--- src/rtl/stopwatch_bcd.sv ---
// SS.cc BCD stopwatch counting rising edges of a 1 kHz time base under start/stop and clear.
// Outputs are registered; the digit cascade rolls 59.99 -> 00.00 with a one-cycle wrap pulse.
module stopwatch_bcd #(
  parameter int TICKS_PER_CS = 10
) (
  input  logic        clk,
  input  logic        reset,
  input  logic        i_tick,
  input  logic        i_start_stop,
  input  logic        i_clear,
  output logic [15:0] o_bcd,
  output logic        o_running,
  output logic        o_wrap
);

  typedef enum logic [1:0] {
    IDLE  = 2'd0,
    RUN   = 2'd1,
    PAUSE = 2'd2
  } state_t;

  localparam logic [3:0] LAST = 4'(TICKS_PER_CS - 1);

  state_t     state, state_next;
  logic       tick_d;
  logic       tick_rise;
  logic       cs_inc;
  logic [3:0] presc, presc_next;
  logic [3:0] s_tens, s_ones, cs_tens, cs_ones;
  logic [4:0] st0, st1, st2, st3;

  // Returns {carry, next digit}; wraps to 0 past top when enabled.
  function automatic logic [4:0] bcd_step(input logic [3:0] d, input logic [3:0] top,
                                          input logic en);
    if (!en) return {1'b0, d};
    if (d == top) return {1'b1, 4'd0};
    return {1'b0, d + 4'd1};
  endfunction

  assign tick_rise = i_tick & ~tick_d;

  always_comb begin
    state_next = state;
    if (i_clear) begin
      state_next = IDLE;
    end else if (i_start_stop) begin
      case (state)
        IDLE:    state_next = RUN;
        RUN:     state_next = PAUSE;
        PAUSE:   state_next = RUN;
        default: state_next = IDLE;
      endcase
    end
  end

  // Ticks count against the current state, so a tick coinciding with a pause is still taken.
  always_comb begin
    presc_next = presc;
    cs_inc     = 1'b0;
    if (state == RUN && tick_rise) begin
      if (presc == LAST) begin
        presc_next = 4'd0;
        cs_inc     = 1'b1;
      end else begin
        presc_next = presc + 4'd1;
      end
    end
  end

  assign st0 = bcd_step(cs_ones, 4'd9, cs_inc);
  assign st1 = bcd_step(cs_tens, 4'd9, st0[4]);
  assign st2 = bcd_step(s_ones,  4'd9, st1[4]);
  assign st3 = bcd_step(s_tens,  4'd5, st2[4]);

  always_ff @(posedge clk) begin
    if (reset) begin
      state     <= IDLE;
      tick_d    <= 1'b1;
      presc     <= 4'd0;
      cs_ones   <= 4'd0;
      cs_tens   <= 4'd0;
      s_ones    <= 4'd0;
      s_tens    <= 4'd0;
      o_running <= 1'b0;
      o_wrap    <= 1'b0;
    end else begin
      state     <= state_next;
      tick_d    <= i_tick;
      o_running <= (state_next == RUN);
      if (i_clear) begin
        presc   <= 4'd0;
        cs_ones <= 4'd0;
        cs_tens <= 4'd0;
        s_ones  <= 4'd0;
        s_tens  <= 4'd0;
        o_wrap  <= 1'b0;
      end else begin
        presc   <= presc_next;
        cs_ones <= st0[3:0];
        cs_tens <= st1[3:0];
        s_ones  <= st2[3:0];
        s_tens  <= st3[3:0];
        o_wrap  <= st3[4];
      end
    end
  end

  assign o_bcd = {s_tens, s_ones, cs_tens, cs_ones};

endmodule

--- config.mk ---
export PLATFORM = sky130hd
export DESIGN_NAME = stopwatch_bcd
export DESIGN_NICKNAME = d
export VERILOG_FILES = /design/src/rtl/stopwatch_bcd.sv
export SDC_FILE = /design/constraint.sdc
export NUM_CORES = 1
export LEC_CHECK = 0
export ABC_AREA = 1
export BUFFER_PORTS_ARGS = -buffer_cell sky130_fd_sc_hd__buf_4
export CAP_MARGIN = 20
export CORE_ASPECT_RATIO = 0.6
export CORE_UTILIZATION = 50
export CTS_CLUSTER_DIAMETER = 100
export CTS_CLUSTER_SIZE = 28
export DETAILED_ROUTE_END_ITERATION = 12
export GPL_TIMING_DRIVEN = 0
export PLACE_DENSITY = 0.73
export SYNTH_ARGS = -nofsm -noshare
export SYNTH_HDL_FRONTEND = slang
export SYNTH_SLANG_ARGS = --single-unit
--- constraint.sdc ---
create_clock -name clk -period 3.8 [get_ports clk]
set_input_delay 0.19 -clock clk [delete_from_list [all_inputs] [get_ports clk]]
set_output_delay 0.19 -clock clk [all_outputs]
set_load 0.01 [all_outputs]
==> results of run 1 <==
==> cell families after synthesis <==
family | after synthesis | share of synthesized area [%]
fa+ha+maj | 8 | 7.69
buf+inv | 24 | 6.92
flops | 25 | 38.5
compound gates | 14 | 5.87
xor+xnor | 10 | 6.73
simple gates | 84 | 34.3
==> layer usage <==
layer	GRT usage (%)	up-vias	share of wire [%]
li1	-	578	-
met1	26.4	520	49
met2	34.5	17	48
met3	7.14	0	3.4
met4	4.17	0	0
met5	0	-	0
==> power breakdown <==
group          internal [mW]  switching, mW  total (mW)
clock network         0.0750         0.0831       0.158
registers              0.264       0.000979       0.265
logic                0.00731         0.0112      0.0185
total                  0.346         0.0953       0.441
==> sequential cells by signal, summed over array words and instances (netlist names) <==
signal     count
cs_ones        4
s_ones         4
s_tens         4
o_running      1
tick_d         1
state          2
presc          4
o_wrap         1
cs_tens        4
==> worst paths after layout <==
path / startpoint / end / slack (ns) / depth (start not counted)
max reg2reg: s_ones[0] / s_tens[3] / 2.22 / 7
min: reset / state[1] / 0.11 / 2
min reg2reg: s_ones[3] / s_ones[3] / 0.52 / 2
max: s_ones[0] / s_tens[3] / 2.22 / 7
==> stage by stage <==
stage,instances,hold slack [ns]
after floorplan,165,0.262
after global placement,217,0.382
after detailed placement,217,0.392
after CTS,221,0.108
after global routing,221,0.103
final,221,0.107
==> worst register-to-register path, delay by kind of cell, from the launching register on <==
family | cells | cell delay (ns)
DFF | 1 | 0.44
buffers and inverters | 1 | 0.10
and+or+nand+nor | 5 | 0.82
adders and majority gates | 1 | 0.18
==> cells in the final DEF, fill, tap and decap left out <==
| master | n |
|---|---|
| nand2_1 | 29 |
| dfxtp_1 | 25 |
| buf_4 | 22 |
| inv_1 | 21 |
| nor2_1 | 20 |
| nand3_1 | 11 |
| a21oi_1 | 8 |
| xor2_1 | 8 |
| ha_1 | 8 |
| nor3_1 | 6 |
| o21ai_0 | 4 |
| nor2_4 | 3 |
| clkbuf_8 | 3 |
| nand3_4 | 2 |
| nand2_2 | 2 |
| nor2_2 | 2 |
| xnor2_1 | 2 |
| nand4_1 | 2 |
| clkbuf_1 | 2 |
| and3_1 | 2 |
| inv_2 | 1 |
| nand2_4 | 1 |
| nor2_8 | 1 |
| clkinv_1 | 1 |
| nand3b_2 | 1 |
| a211o_1 | 1 |
| or2_2 | 1 |
| a211oi_1 | 1 |
| nand3_2 | 1 |
==> cell type report <==
class | instances | area, µm²
Tap cell | 30 | 37.5
Multi-Input combinational cell | 116 | 711
Inverter | 23 | 86.3
Sequential cell | 25 | 500
Clock buffer | 4 | 45.0
Fill cell | 205 | 761
Buffer | 1 | 3.75
Timing Repair Buffer | 22 | 165
==> impl_metrics.py, run 1 <==
metrics = {
    "setup_path": {
        "cp.required_ns": 4.02,
        "crit_buf_inv": 1,
        "worst_path_max_delay_cell": "nor2_1",
        "crit_arrival_ns": 1.80,
        "path_max_fanout": 7,
        "crit_family": "simple AND/OR/NAND/NOR gates",
        "path_common_cell": "nand2_1",
        "critPathLaunchType": "register",
        "crit_chain": "ha_1, nand2_1, nor2_1, nand3_4, clkinv_1, nand3_1, nand2_1",
        "max_stage_delay_ns": 0.46,
        "critPathKind": "register to register",
        "end_kind": "register",
    },
    "cells_and_area": {
        "final_util_pct": 67.1,
        "post_route_cells_drive_above_1_share_pct": 20.9,
        "postLayoutCellArea_mm2": 0.00155,
        "synthToLayoutAreaGrowth_pct": 19.0,
        "antenna_cells": 0,
        "final_net_count": 205,
    },
    "timing": {
        "timing.final.crit_share_pct": 41.5,
        "worstMarginPinSlew_ns": 0.590,
        "setup_viol": 0,
        "final_hold_viol_count": 0,
        "fin_ws_ns": 2.22,
        "max_freq_mhz": 634,
        "post-route-min-period_ns": 1.58,
        "skew_ns": 0.00487,
        "rsz0062_at_grt": "false",
        "max_slew_margin_pct": 60.5,
        "slew_violations": 0,
        "tns_ns": 0,
    },
    "logic_synthesis": {
        "syn-instance-count": 165,
        "synth_area_mm2": 0.00130,
        "ys_seq_area_share_pct": 38.5,
        "synthFlopType": "dfxtp_1",
        "avgSynthCellArea_um2": 7.89,
        "synth_most_common_cell": "nand2_1",
        "synthArstFlopShare_pct": 0,
        "ys_types": 27,
        "synth_edf_count": 0,
        "synth_fp_nets": 178,
        "synth_area_leaders": "dfxtp_1 38%, nand2_1 8.4%, ha_1 7.7%, inv_1 6.1%, nor2_1 5.8%",
        "yosys.area.top_type_share_pct": 38.5,
        "synth-seq-cells": 25,
        "synth_top_area_cell": "dfxtp_1",
        "yosys_warnings": 0,
        "synth_common_cells": "29 x nand2_1, 25 x dfxtp_1, 21 x inv_1, 20 x nor2_1, 11 x nand3_1",
    },
    "detailed_routing": {
        "ant_nets": 0,
        "drt_iter0_markers": 50,
        "avgViaCountPerCell": 5.05,
        "route.detailed.drc": 0,
        "via_count": 1115,
        "drt_wl_total_um": 2660,
        "wl_per_cell_um": 12.0,
        "firstDrtPassIters": 4,
    },
    "die": {
        "dieArea_mm2": 0.00282,
        "io_pins": 23,
        "rows": 13,
        "core_area_mm2": 0.00231,
        "die_h_um": 41.5,
        "die_w_um": 67.9,
        "initial_utilization_pct": 56.3,
    },
    "placed_design": {
        "placed_cell_area_mm2": 0.00150,
        "globalplace.congestion": 0.797,
        "portBuffers": 22,
        "dpl.hpwl_um": 2040,
        "pre_cts_ws_ns": 2.23,
    },
    "power": {
        "power.density_mw_per_mm2": 285,
        "ir_worst_vdd_mv": 0.239,
        "finalPower_mw": 0.441,
        "p_leak_nw": 0.724,
    },
    "clocking": {
        "cts_max_path_buffers": 2,
        "clk_latency_ns": 0.27,
        "cts.htree.levels": 1,
        "path_clk_slew_ns": 0.09,
        "post_cts_buffers": 0,
        "cts_resized": 0,
        "cts_sinks": 25,
        "cts_tree": "done",
        "cts_buffers": 3,
        "cts-root-buf": "clkbuf_8",
        "postCtsHoldBufs": 0,
    },
    "status": {
        "outcome": "finished, final reports clean",
    },
    "global_routing": {
        "grt_pass1_vias": 1014,
        "grt_overflow": 0,
        "grt_use_total_pct": 21.0,
        "grt_pass1_wl_um": 4420,
        "grt_max_degree": 14,
        "antenna_found_initial": 0,
    },
    "worst_hold_path": {
        "hp-class": "primary input to register",
    },
    "flow_run": {
        "drv_cap": 0,
    },
}
(Power assumes the default switching activity.)
==> inputs of run 2 (changes only) <==
Settings changed: CORE_UTILIZATION 50 to 49, PLACE_DENSITY 0.73 to 0.74.
Clock period 3.8 ns to 1.3 ns, I/O delays scaled along.
==> run 2 against run 1 <==
The run now ends with setup timing left; clock skew grew 0.0046 ns; setup slack got worse by 2.2 ns; fmax grew 20%; critical path depth is the same; die area increased by 2.0%; via count up 4.9%; flip-flop and latch count did not move; sequential share of layout area shrank 3.1 points.
==> impl_metrics.py, run 2 (synthesis gave the netlist of run 1 again) <==
metrics = {
    "timing": {
        "tns_ns": -0.0178,
        "setup_viol": 1,
        "rsz0062_at_grt": "true",
        "slew_violations": 0,
        "fin_ws_ns": -0.0178,
        "timing.final.crit_share_pct": 101,
        "post-route-min-period_ns": 1.32,
        "skew_ns": 0.00947,
        "max_freq_mhz": 759,
        "max_slew_margin_pct": 64.2,
        "final_hold_viol_count": 0,
        "worstMarginPinSlew_ns": 0.537,
    },
    "die": {
        "rows": 14,
        "core_area_mm2": 0.00250,
        "die_h_um": 41.9,
        "initial_utilization_pct": 51.9,
        "die_w_um": 68.5,
        "dieArea_mm2": 0.00287,
        "io_pins": 23,
    },
    "cells_and_area": {
        "ff_latch_area_um2": 518,
        "final_net_count": 219,
        "antenna_cells": 0,
        "final_cell_mix": "32 x buf_4, 24 x nand2_1, 16 x inv_1, 16 x nor2_1, 15 x dfxtp_1",
        "multi_input_area_um2": 793,
        "final_common_cell": "buf_4",
        "fill_cells": 206,
        "post_route_cells_drive_above_1_share_pct": 40.5,
        "synthToLayoutAreaGrowth_pct": 36.1,
        "postLayoutCellArea_mm2": 0.00177,
    },
    "placed_design": {
        "pre_cts_ws_ns": -0.0720,
        "placed_cell_area_mm2": 0.00154,
        "dpl.hpwl_um": 1880,
        "portBuffers": 22,
        "globalplace.congestion": 0.744,
    },
    "power": {
        "seqPwrFrac_pct": 58.8,
        "pwr-share-clk_pct": 35.8,
        "power.density_mw_per_mm2": 741,
        "ir_worst_vdd_mv": 0.447,
        "power_switching_share_pct": 22.4,
        "internal_power_mw": 1.02,
        "switching_power_mw": 0.294,
        "p_leak_nw": 0.821,
        "combinationalPowerShare_pct": 5.4,
    },
    "clocking": {
        "cts.htree.levels": 1,
        "cts_sinks": 25,
        "path_clk_slew_ns": 0.09,
        "cts_max_path_buffers": 2,
        "clk_latency_ns": 0.28,
        "cts_buffers": 3,
        "cts_tree": "done",
        "cts-root-buf": "clkbuf_8",
    },
    "setup_path": {
        "critPathKind": "register to register",
        "max_stage_delay_ns": 0.39,
        "worst_path_max_delay_cell": "dfxtp_1",
        "critPathLaunchType": "register",
        "path_max_fanout": 7,
        "end_kind": "register",
        "cp.required_ns": 1.49,
        "crit_arrival_ns": 1.50,
        "crit_chain": "nand2_2, nor2_4, nand3b_4, nor2_4, nand3_2, nand2_2, nor2_2",
    },
    "detailed_routing": {
        "via_count": 1170,
        "ant_nets": 0,
        "avgViaCountPerCell": 4.94,
        "firstDrtPassIters": 4,
        "drt_wl_total_um": 2820,
        "drt_iter0_markers": 73,
        "route.detailed.drc": 0,
        "wl_per_cell_um": 11.9,
    },
    "worst_hold_path": {
        "hp-class": "primary input to register",
    },
    "global_routing": {
        "grt_pass1_wl_um": 4690,
        "antenna_found_initial": 0,
        "grt_pass1_vias": 1095,
        "grt_use_total_pct": 21.8,
        "grt_overflow": 0,
        "grt_max_degree": 16,
    },
    "status": {
        "violations": "setup timing",
        "outcome": "finished, violations left",
    },
    "flow_run": {
        "drv_cap": 0,
    },
}
-- run 2: cell count changes in the layout (fill, tap and decap cells not counted), moves of 5 or more --
cell / before / now
dfxtp_1: 25 / 15
inv_1: 21 / 16
inv_2: 1 / 7
dfxtp_2: 0 / 8
buf_4: 22 / 32
nand2_1: 29 / 24
-- run 2: repair_timing --
| item | in CTS | in global routing |
|---|---|---|
| buffers inserted | 9 | 1 |
| gates resized for setup | 14 | 18 |
| hold buffers | 4 | 0 |
| pin swaps | 10 | 14 |
| endpoints found under the setup margin | 12 | 16 |
| endpoints found under the hold margin | 3 | 0 |
-- run 2: area by class of cell --
type,count,share of cell area [%]
Inverter,23,4.88
Buffer,1,0.212
Timing Repair Buffer,36,15.8
Clock inverter,1,0.424
Multi-Input combinational cell,116,44.8
Clock buffer,3,2.33
Tap cell,32,2.26
Sequential cell,25,29.3
-- run 2: path summary, 6_finish.rpt --
check	depth (start not counted)	slack (ns)	end	startpoint
worst max-delay path	7	-0.02	s_tens[0]	presc[3]
worst min-delay path	3	0.07	state[1]	i_clear
worst max register to register	7	-0.02	s_tens[0]	presc[3]
worst min register to register	2	0.48	s_ones[1]	s_ones[1]
-- run 2: critical path: cells and delay by family (launching register included) --
family,cells,cell delay [ns]
and+or+nand+nor,7,0.84
DFF,1,0.39
-- run 2: per-stage QoR --
| stage | cells | total power, mW | utilization [%] | hold WS (ns) |
|---|---|---|---|---|
| global placement | 219 | 0.843 | 61.4 | 0.259 |
| floorplan | 165 | 0.822 | - | 0.137 |
| detailed placement | 219 | 0.846 | 61.4 | 0.267 |
| CTS | 236 | 1.32 | 68.9 | 0.0691 |
| global route | 237 | 1.38 | 70.7 | 0.0611 |
| finish | 237 | 1.31 | 70.7 | 0.0732 |
-- run 2: layer usage --
metal	track usage (%)	up-vias	wire length (µm)
li1	-	605	-
met1	28.9	539	1290
met2	33.5	24	1370
met3	6.87	2	134
met4	6.67	0	19
met5	0	-	0
-- run 2: power by group through the flow --
stage | clock [mW] | sequential [mW] | combinational, mW
floorplan | 0 | 0.792 | 0.0295
global placement | 0 | 0.792 | 0.0516
detailed placement | 0 | 0.792 | 0.0532
CTS | 0.483 | 0.771 | 0.0666
global route | 0.533 | 0.773 | 0.0784
finish | 0.470 | 0.771 | 0.0706
==> inputs of run 3 (changes only) <==
Settings changed: CORE_UTILIZATION 49 to 50, PLACE_DENSITY 0.74 to 0.73.
Clock period 1.3 ns to 1.7 ns, I/O delays scaled along.
==> run 3 against run 2 <==
The run now ends clean; fmax down 15%; cell count down 6.3%; register-to-register slack better by 0.16 ns; combinational power down 39%; wire length down 5.7%; largest power group unchanged; via count down 4.2%; largest cell class unchanged.
==> impl_metrics.py, run 3 (synthesis gave the netlist of run 1 again) <==
metrics = {
    "status": {
        "outcome": "finished, final reports clean",
    },
    "power": {
        "pwr-share-clk_pct": 35.8,
        "p_leak_nw": 0.727,
        "internal_power_mw": 0.775,
        "switching_power_mw": 0.213,
        "ir_worst_vdd_mv": 0.535,
        "power.density_mw_per_mm2": 633,
        "finalPower_mw": 0.988,
        "seqPwrFrac_pct": 59.9,
        "power_switching_share_pct": 21.6,
        "combinationalPowerShare_pct": 4.4,
    },
    "setup_path": {
        "end_kind": "register",
        "critPathKind": "register to register",
        "critPathLaunchType": "register",
        "worst_path_max_delay_cell": "dfxtp_1",
        "crit_chain": "ha_1, nand3_4, nand3b_2, nor2_4, nand3_1, nand2_1, nor2_1",
        "crit_buf_inv": 0,
        "crit_family": "simple AND/OR/NAND/NOR gates",
        "max_stage_delay_ns": 0.42,
        "cp.required_ns": 1.88,
        "path_max_fanout": 7,
        "crit_arrival_ns": 1.74,
    },
    "global_routing": {
        "grt_use_total_pct": 21.0,
        "grt_pass1_vias": 1014,
        "grt_pass1_wl_um": 4420,
        "grt_overflow": 0,
        "grt_max_degree": 14,
        "antenna_found_initial": 0,
    },
    "detailed_routing": {
        "via_count": 1121,
        "ant_nets": 0,
        "route.detailed.drc": 0,
        "drt_iter0_markers": 47,
        "wl_per_cell_um": 12.0,
        "drt_wl_total_um": 2660,
        "firstDrtPassIters": 4,
        "avgViaCountPerCell": 5.05,
    },
    "die": {
        "die_h_um": 41.5,
        "dieArea_mm2": 0.00282,
        "io_pins": 23,
        "initial_utilization_pct": 56.3,
        "rows": 13,
        "die_w_um": 67.9,
        "core_area_mm2": 0.00231,
    },
    "timing": {
        "tns_ns": 0,
        "rsz0062_at_grt": "false",
        "timing.final.crit_share_pct": 91.6,
        "max_slew_margin_pct": 68.1,
        "hold-worst-slack_ns": 0.00943,
        "slew_violations": 0,
        "fin_ws_ns": 0.143,
        "max_freq_mhz": 642,
        "final_hold_viol_count": 0,
        "skew_ns": 0.00481,
        "worstMarginPinSlew_ns": 0.479,
        "setup_viol": 0,
        "post-route-min-period_ns": 1.56,
    },
    "cells_and_area": {
        "post_route_cells_drive_above_1_share_pct": 21.4,
        "final_cell_mix": "29 x nand2_1, 25 x dfxtp_1, 22 x buf_4, 21 x inv_1, 19 x nor2_1",
        "final_common_cell": "nand2_1",
        "synthToLayoutAreaGrowth_pct": 20.0,
        "final_net_count": 206,
        "postLayoutCellArea_mm2": 0.00156,
        "fill_cells": 206,
        "antenna_cells": 0,
    },
    "clocking": {
        "cts_max_path_buffers": 2,
        "cts_buffers": 3,
        "path_clk_slew_ns": 0.09,
        "post_cts_buffers": 0,
        "cts_tree": "done",
        "cts-root-buf": "clkbuf_8",
        "cts.htree.levels": 1,
        "cts_sinks": 25,
        "clk_latency_ns": 0.27,
    },
    "worst_hold_path": {
        "hp-class": "primary input to register",
    },
    "placed_design": {
        "portBuffers": 22,
        "globalplace.congestion": 0.797,
        "pre_cts_ws_ns": 0.127,
        "placed_cell_area_mm2": 0.00150,
        "dpl.hpwl_um": 2040,
    },
    "flow_run": {
        "drv_cap": 0,
    },
}
-- run 3: cell types whose count changed in the layout (fill, tap and decap cells not counted), moves of 4 or more --
cell / before / now
nand2_2: 6 / 2
nand2_1: 24 / 29
dfxtp_1: 15 / 25
inv_2: 7 / 1
dfxtp_2: 8 / 0
inv_1: 16 / 21
buf_4: 32 / 22
-- run 3: worst paths after layout --
path | startpoint | end | slack, ns | cells after the start
setup / recovery | cs_ones[0] | s_tens[0] | 0.14 | 7
hold / removal | i_tick | tick_d | 0.009 | 2
setup reg to reg | cs_ones[0] | s_tens[0] | 0.14 | 7
hold reg to reg | s_ones[3] | s_ones[3] | 0.52 | 2
-- run 3: power groups by stage --
stage                     Clock, mW  Sequential (mW)  Combinational, mW
final                         0.354            0.592             0.0430
after detailed placement          0            0.606             0.0416
after global routing          0.380            0.593             0.0484
after CTS                     0.355            0.592             0.0418
after global placement            0            0.606             0.0399
after floorplan                   0            0.606             0.0225
-- run 3: final cells by class --
type                    instances  area (µm²)  share of cell area, %
plain buffers                   1        3.75                  0.240
clock buffers                   4        45.0                   2.88
inverters                      23        86.3                   5.53
multi-input cells             116         713                   45.7
flip-flops and latches         25         500                   32.1
well taps                      30        37.5                   2.40
repair buffers                 23         175                   11.2
-- run 3: routing by layer --
metal	part of all wire [%]	global-route usage [%]	wire length [µm]
met1	49	26.4	1300
met2	48	34.5	1260
met5	0	0	0
met4	0	4.17	0
met3	3.7	7.14	97
-- run 3: timing repair --
action,4_1_cts,5_1_grt
endpoints found under the hold margin,0,1
hold buffers,0,1
endpoints found under the setup margin,0,4
resized for setup,0,1
-- run 3: per-stage QoR --
step | std cells | utilization [%]
after detailed placement | 217 | 65.1
after global placement | 217 | 65.1
after global routing | 222 | 67.6
after CTS | 221 | 67.1
final | 222 | 67.6
after floorplan | 165 | -
-- run 3: worst register-to-register path, cell delays in order, from the launching register on --
cell      delay, ns
dfxtp_1        0.42
ha_1           0.23
nand3_4        0.11
nand3b_2       0.30
nor2_4         0.21
nand3_1        0.09
nand2_1        0.08
nor2_1         0.04
